<file path="config.mk">
export PLATFORM = sky130hd
export DESIGN_NAME = timer_sched
export DESIGN_NICKNAME = d
export VERILOG_FILES = /design/src/rtl/timer_pkg.sv /design/src/rtl/timer_sched_rr_arbiter.sv /design/src/rtl/timer_sched.sv
export SDC_FILE = /design/constraint.sdc
export NUM_CORES = 1
export LEC_CHECK = 0
export BUFFER_PORTS_ARGS = -buffer_cell sky130_fd_sc_hd__buf_2
export CORE_ASPECT_RATIO = 1.75
export CORE_MARGIN = 4
export CORE_UTILIZATION = 36
export DETAILED_ROUTE_END_ITERATION = 8
export GPL_ROUTABILITY_DRIVEN = 0
export GPL_TIMING_DRIVEN = 0
export PLACE_DENSITY = 0.56
export SLEW_MARGIN = 15
export SYNTH_ARGS = -nofsm -noshare
export SYNTH_HDL_FRONTEND = slang
export SYNTH_SLANG_ARGS = --single-unit
</file>
<file path="constraint.sdc">
create_clock -name clk -period 3.92 [get_ports clk]
set_input_delay 0.784 -clock clk [delete_from_list [all_inputs] [get_ports clk]]
set_output_delay 0.784 -clock clk [all_outputs]
set_load 0.03 [all_outputs]
</file>
<file path="src/rtl/timer_pkg.sv">
// timer_sched shared definitions: FSM state encoding and width limits.
package timer_pkg;

    localparam int unsigned TIMER_W   = 16;
    localparam int unsigned N_REQ_MAX = 8;

    typedef enum logic [1:0] {
        ST_IDLE  = 2'd0,
        ST_START = 2'd1,
        ST_RUN   = 2'd2,
        ST_DONE  = 2'd3
    } timer_state_e;

endpackage : timer_pkg

</file>
<file path="src/rtl/timer_sched_rr_arbiter.sv">
// Round-robin arbiter for timer_sched: the first set request at or after the
// pointer (circularly) wins. Purely combinational; a pointer held at zero gives
// fixed lowest-index priority.
module rr_arbiter
    import timer_pkg::*;
#(
    parameter int unsigned N_REQ = 4
) (
    input  logic [N_REQ-1:0]                                    i_req,
    input  logic [((N_REQ > 1) ? $clog2(N_REQ) : 1)-1:0]        i_ptr,
    output logic [N_REQ-1:0]                                    o_gnt_c,
    output logic [((N_REQ > 1) ? $clog2(N_REQ) : 1)-1:0]        o_idx_c
);

    localparam int unsigned IDX_W = (N_REQ > 1) ? $clog2(N_REQ) : 1;
    localparam int unsigned SUM_W = IDX_W + 1;

    logic [N_REQ-1:0] w_rot;
    logic [IDX_W-1:0] w_off;
    logic             w_found;
    logic [SUM_W-1:0] w_sum;

    // Rotate requests so the pointer sits at bit 0, pick the lowest set bit,
    // then rotate the offset back into an absolute index.
    always_comb begin
        w_rot   = N_REQ'({i_req, i_req} >> i_ptr);
        w_off   = '0;
        w_found = 1'b0;
        for (int i = 0; i < int'(N_REQ); i++) begin
            if (!w_found && w_rot[i]) begin
                w_found = 1'b1;
                w_off   = IDX_W'(i);
            end
        end
        w_sum = {1'b0, i_ptr} + {1'b0, w_off};
        if (w_sum >= SUM_W'(N_REQ)) begin
            w_sum = w_sum - SUM_W'(N_REQ);
        end
        o_idx_c = IDX_W'(w_sum);
        o_gnt_c = w_found ? (N_REQ'(1) << o_idx_c) : '0;
    end

endmodule : rr_arbiter

</file>
<file path="src/rtl/timer_sched.sv">
// timer_sched: shares one free-running W-bit timer among N_REQ requesters.
// The owner gets a grant, the timer is enabled, its count is snapshotted as a
// base, and done pulses once (t_out - base) mod 2^W reaches the latched duration.
// Build option TIMER_SCHED_PRIO_EN: fixed lowest-index priority, no RR pointer.
module timer_sched
    import timer_pkg::*;
#(
    parameter int unsigned N_REQ = 4,
    parameter int unsigned W     = TIMER_W
) (
    input  logic               clk,
    input  logic               rst,
    input  logic [N_REQ-1:0]   req,
    input  logic [N_REQ*W-1:0] req_dur,
    output logic [N_REQ-1:0]   grant,
    output logic [N_REQ-1:0]   done,
    output logic               busy,
    output logic [W-1:0]       elapsed,
    output logic               t_en,
    input  logic               t_valid,
    input  logic [W-1:0]       t_out
);

    localparam int unsigned IDX_W = (N_REQ > 1) ? $clog2(N_REQ) : 1;

    timer_state_e     r_state;
    timer_state_e     w_state_nxt;

    logic [N_REQ-1:0] r_grant, w_grant_nxt;
    logic [N_REQ-1:0] r_done,  w_done_nxt;
    logic             r_busy,  w_busy_nxt;
    logic             r_t_en,  w_t_en_nxt;
    logic [W-1:0]     r_elapsed, w_elapsed_nxt;
    logic [W-1:0]     r_base,  w_base_nxt;
    logic [W-1:0]     r_dur,   w_dur_nxt;
    logic [IDX_W-1:0] r_idx,   w_idx_nxt;

    logic [IDX_W-1:0] w_ptr;
    logic [N_REQ-1:0] w_win_oh;
    logic [IDX_W-1:0] w_win_idx;
    logic [W-1:0]     w_win_dur;
    logic             w_own_req;
    logic [W-1:0]     w_diff;
    logic             w_release;

`ifdef TIMER_SCHED_PRIO_EN
    assign w_ptr = '0;
`else
    logic [IDX_W-1:0] r_ptr, w_ptr_nxt;
    assign w_ptr = r_ptr;
`endif

    rr_arbiter #(
        .N_REQ   (N_REQ)
    ) u_arb (
        .i_req   (req),
        .i_ptr   (w_ptr),
        .o_gnt_c (w_win_oh),
        .o_idx_c (w_win_idx)
    );

    // Modulo-2^W distance from the captured base; wrap is transparent.
    assign w_diff = t_out - r_base;

    // Duration slice of the arbitration winner and request level of the owner.
    always_comb begin
        w_win_dur = '0;
        w_own_req = 1'b0;
        for (int i = 0; i < int'(N_REQ); i++) begin
            if (w_win_idx == IDX_W'(i)) begin
                w_win_dur = req_dur[i*int'(W) +: W];
            end
            if (r_idx == IDX_W'(i)) begin
                w_own_req = req[i];
            end
        end
    end

    // FSM state register.
    always_ff @(posedge clk or negedge rst) begin
        if (!rst) begin
            r_state <= ST_IDLE;
        end else begin
            r_state <= w_state_nxt;
        end
    end

    // FSM next-state logic; a dropped owner request beats expiry.
    always_comb begin
        w_state_nxt = r_state;
        case (r_state)
            ST_IDLE: begin
                if (req != '0) begin
                    w_state_nxt = ST_START;
                end
            end
            ST_START: begin
                if (!w_own_req) begin
                    w_state_nxt = ST_IDLE;
                end else if (t_valid) begin
                    w_state_nxt = (r_dur == '0) ? ST_DONE : ST_RUN;
                end
            end
            ST_RUN: begin
                if (!w_own_req) begin
                    w_state_nxt = ST_IDLE;
                end else if (t_valid && (w_diff >= r_dur)) begin
                    w_state_nxt = ST_DONE;
                end
            end
            ST_DONE: begin
                w_state_nxt = ST_IDLE;
            end
            default: begin
                w_state_nxt = ST_IDLE;
            end
        endcase
    end

    // FSM output logic: next values of the registered outputs and job context.
    always_comb begin
        w_release     = 1'b0;
        w_grant_nxt   = r_grant;
        w_done_nxt    = '0;
        w_busy_nxt    = r_busy;
        w_t_en_nxt    = r_t_en;
        w_elapsed_nxt = r_elapsed;
        w_base_nxt    = r_base;
        w_dur_nxt     = r_dur;
        w_idx_nxt     = r_idx;
        case (r_state)
            ST_IDLE: begin
                if (req != '0) begin
                    w_grant_nxt   = w_win_oh;
                    w_busy_nxt    = 1'b1;
                    w_t_en_nxt    = 1'b1;
                    w_idx_nxt     = w_win_idx;
                    w_dur_nxt     = w_win_dur;
                    w_elapsed_nxt = '0;
                end
            end
            ST_START: begin
                if (!w_own_req) begin
                    w_release = 1'b1;
                end else if (t_valid) begin
                    w_base_nxt = t_out;
                end
            end
            ST_RUN: begin
                if (!w_own_req) begin
                    w_release = 1'b1;
                end else if (t_valid) begin
                    w_elapsed_nxt = w_diff;
                end
            end
            ST_DONE: begin
                w_release  = 1'b1;
                w_done_nxt = r_grant;
            end
            default: begin
                w_release = 1'b1;
            end
        endcase
        if (w_release) begin
            w_grant_nxt = '0;
            w_busy_nxt  = 1'b0;
            w_t_en_nxt  = 1'b0;
        end
`ifndef TIMER_SCHED_PRIO_EN
        w_ptr_nxt = r_ptr;
        if (w_release) begin
            w_ptr_nxt = (r_idx == IDX_W'(N_REQ - 1)) ? '0 : r_idx + IDX_W'(1);
        end
`endif
    end

    // Output and job-context registers.
    always_ff @(posedge clk or negedge rst) begin
        if (!rst) begin
            r_grant   <= '0;
            r_done    <= '0;
            r_busy    <= 1'b0;
            r_t_en    <= 1'b0;
            r_elapsed <= '0;
            r_base    <= '0;
            r_dur     <= '0;
            r_idx     <= '0;
        end else begin
            r_grant   <= w_grant_nxt;
            r_done    <= w_done_nxt;
            r_busy    <= w_busy_nxt;
            r_t_en    <= w_t_en_nxt;
            r_elapsed <= w_elapsed_nxt;
            r_base    <= w_base_nxt;
            r_dur     <= w_dur_nxt;
            r_idx     <= w_idx_nxt;
        end
    end

`ifndef TIMER_SCHED_PRIO_EN
    // Round-robin pointer: one past the owner after every completion or cancel.
    always_ff @(posedge clk or negedge rst) begin
        if (!rst) begin
            r_ptr <= '0;
        end else begin
            r_ptr <= w_ptr_nxt;
        end
    end
`endif

    assign grant   = r_grant;
    assign done    = r_done;
    assign busy    = r_busy;
    assign t_en    = r_t_en;
    assign elapsed = r_elapsed;

endmodule : timer_sched
</file>
==> metrics.yaml <==
die_h_um: 159
synth_edf_count: 0
cp_max_fo: 4
htreeDepth: 3
antenna_found_initial: 0
report.final.slew_viol_count: 0
hold_viol: 0
cp.arrival_ns: 4.03
finalCritPeriodShare_pct: 97.3
synthCells: 469
port_buffers: 112
comb_power_share_pct: 66.9
rows: 54
yosys.area.top_type: "dfrtp_1"
antennaDiodeCount: 0
setup_viol_count_final: 0
p_seq_share_pct: 18.9
areaGrowthSynthToFinish_pct: 28.6
max_stage_delay_ns: 0.40
cp_cell_sequence: "buf_2 -> inv_2 -> ha_4 -> fa_2 -> nor2b_2 -> o31a_1 -> a211oi_2 -> o31ai_2 -> xor2_1 -> ha_1 -> nand4_1 -> nor3_2 -> o21ai_1 -> a31oi_2 -> o221a_2 -> mux2_4"
syn-num-nets: 597
numCtsBuffers: 9
total_power_mw: 5.61
wl_um: 12800
worst_hold_slack_ns: 0.343
viasPerCell: 5.19
final_antenna_net_count: 0
root_buffer: "clkbuf_16"
clk_latency_ns: 0.33
fin_setup_tns_ns: 0
synthFlopType: "dfrtp_1"
power_switching_mw: 2.57
grt.total_usage_pct: 17.3
post_drt_wl_per_cell_um: 16.5
synthXorXnorAreaFrac_pct: 2.78
drive_above_1_share_pct: 35.2
synth_cell_types: 63
min_path_type: "in2async"
ctsHoldBuffers: 0
synth_area_leaders: "dfrtp_1, ha_1, a221oi_2"
p_sw_share_pct: 45.8
grt_pass1_wl_um: 20500
synth.mux.area_fraction_pct: 9.09
synthArstFlopShare_pct: 100
required_ns: 4.14
dpl.cell_count: 750
core_um2: 12600
crit_start: "t_out[0]"
syn-cell-area_um2: 4680
worst_slew_margin_rel_pct: 53.7
drv_cap: 0
synth_top_area_share_pct: 33.7
fin_cells: 776
num_vias: 4031
hpwl_um: 10500
yosysWarnings: 0
reg2reg_from: "r_base[1]"
nets: 731
cp-end-kind: "flip-flop"
synth.avg_cell_area_um2: 9.98
layout_min_cycle_time_ns: 3.81
power_frac_clock_pct: 14.2
die_w_um: 94.2
grt_max_degree: 42
place_ws_ns: -0.451
timing.final.ws_setup_ns: 0.106
cts_tree: "yes"
synth_commonest_cells: "dfrtp_1, inv_1, ha_1"
grt_pass1_vias: 4197
fin_util_pct: 47.6
yosysSeqAreaShare_pct: 33.7
num_io_pins: 113
initial_utilization_pct: 37.0
crit_type: "in2reg"
drt_iter0_drc: 139
p_int_mw: 3.04
placed_cell_area_um2: 5470
status: "complete, no violations"
dr.pass1.iters: 4
synth_compound_gate_area_share_pct: 26.8
p_leak_nw: 2.89
grt_overflow: 0
ir_drop_mv: 0.437
synth_top_family_by_area: "compound AO/OA/AOI/OAI gates"
tightest_slew_ns: 0.695
synthSimpleGateAreaFrac_pct: 10.2
synth-adder-area-share_pct: 11.1
clock_skew_ns: 0.00998
clock_sinks: 63
ys_ff_latch: 63
drc_errors: 0
yosysMostFrequentCell: "dfrtp_1"
cpMaxStageDelayCell: "fa_2"
clk_pin_slew_ns: 0.05
finish.instance_area_um2: 6020
cp-start-kind: "primary input"
max_freq_ghz: 0.262
p_per_area_nw_per_um2: 933
clk_path_buf_depth: 2
dieArea_um2: 15000
==> metal layers <==
metal	up-vias	track usage, %	wire [um]
met4	0	5.85	232
met3	16	2.32	504
met5	-	0	0
li1	1998	-	-
met2	103	32.9	7110
met1	1914	18.9	4950
==> cell usage in the layout, fill, tap and decap left out, types with 6 or more instances in the layout <==
| cell | count |
|---|---|
| xnor2_1 | 6 |
| mux2i_1 | 31 |
| o21ai_0 | 25 |
| buf_4 | 13 |
| inv_1 | 47 |
| nand2_1 | 28 |
| and2_1 | 8 |
| o21ai_1 | 17 |
| a21o_1 | 7 |
| buf_2 | 121 |
| a21oi_1 | 14 |
| clkbuf_16 | 9 |
| nor2_1 | 27 |
| a22o_1 | 18 |
| ha_1 | 36 |
| dfrtp_1 | 63 |
| a221oi_2 | 24 |
==> power by group through the flow <==
| stage | sequential [mW] | combinational [mW] | clock (mW) |
|---|---|---|---|
| 2_1_floorplan | 1.11 | 2.57 | 0 |
| 3_3_place_gp | 1.06 | 3.37 | 0 |
| 3_5_place_dp | 1.07 | 3.45 | 0 |
| 4_1_cts | 1.06 | 3.51 | 0.810 |
| 5_1_grt | 1.09 | 4.16 | 0.840 |
| 6_report | 1.06 | 3.76 | 0.794 |
==> what timing repair did <==
action	CTS	global route
pin swaps	5	21
setup buffers	2	9
endpoints found under the setup margin	1	2
resized for setup	4	25
==> registers in the layout, summed over array words and instances (netlist names) <==
| signal | count |
|---|---|
| grant | 4 |
| elapsed | 16 |
| done | 4 |
| r_dur | 16 |
| t_en | 1 |
| r_state | 2 |
| r_ptr | 2 |
| r_base | 16 |
| r_idx | 2 |
==> critical path: cells and delay by family <==
kind | cells | cell delay, ns
AO/OA/AOI/OAI | 6 | 1.24
adder cells (fa/ha/maj) | 3 | 0.76
AND/OR/NAND/NOR | 3 | 0.49
multiplexers | 1 | 0.30
XOR/XNOR | 1 | 0.29
buffers and inverters | 2 | 0.13
==> cell type report <==
type	instances	area [um2]
Fill cell	1205	6620
Multi-Input combinational cell	338	2970
Sequential cell	63	1580
Timing Repair Buffer	123	658
Clock buffer	11	243
Tap cell	168	210
Inverter	49	184
Buffer	19	114
Clock inverter	5	57.6
==> final timing paths <==
check | end | slack, ns | depth (start not counted)
max | r_state[1] | 0.11 | 16
min | r_base[3] | 0.34 | 1
max reg2reg | r_state[1] | 0.23 | 15
min reg2reg | elapsed[1] | 0.49 | 2
max in group asynchronous | done[0] | 3.06 | 2
min in group clk | elapsed[1] | 0.49 | 2
==> cell families (layout without fill, tap and decap cells) <==
logic type	count (synthesis)	count (layout)
compound gates	149	149
xor+xnor	14	14
fa+ha+maj	41	41
buf+inv	68	207
flops	63	63
mux	39	39
simple gates	95	95
Note: power is estimated with default switching activity, not from simulation.
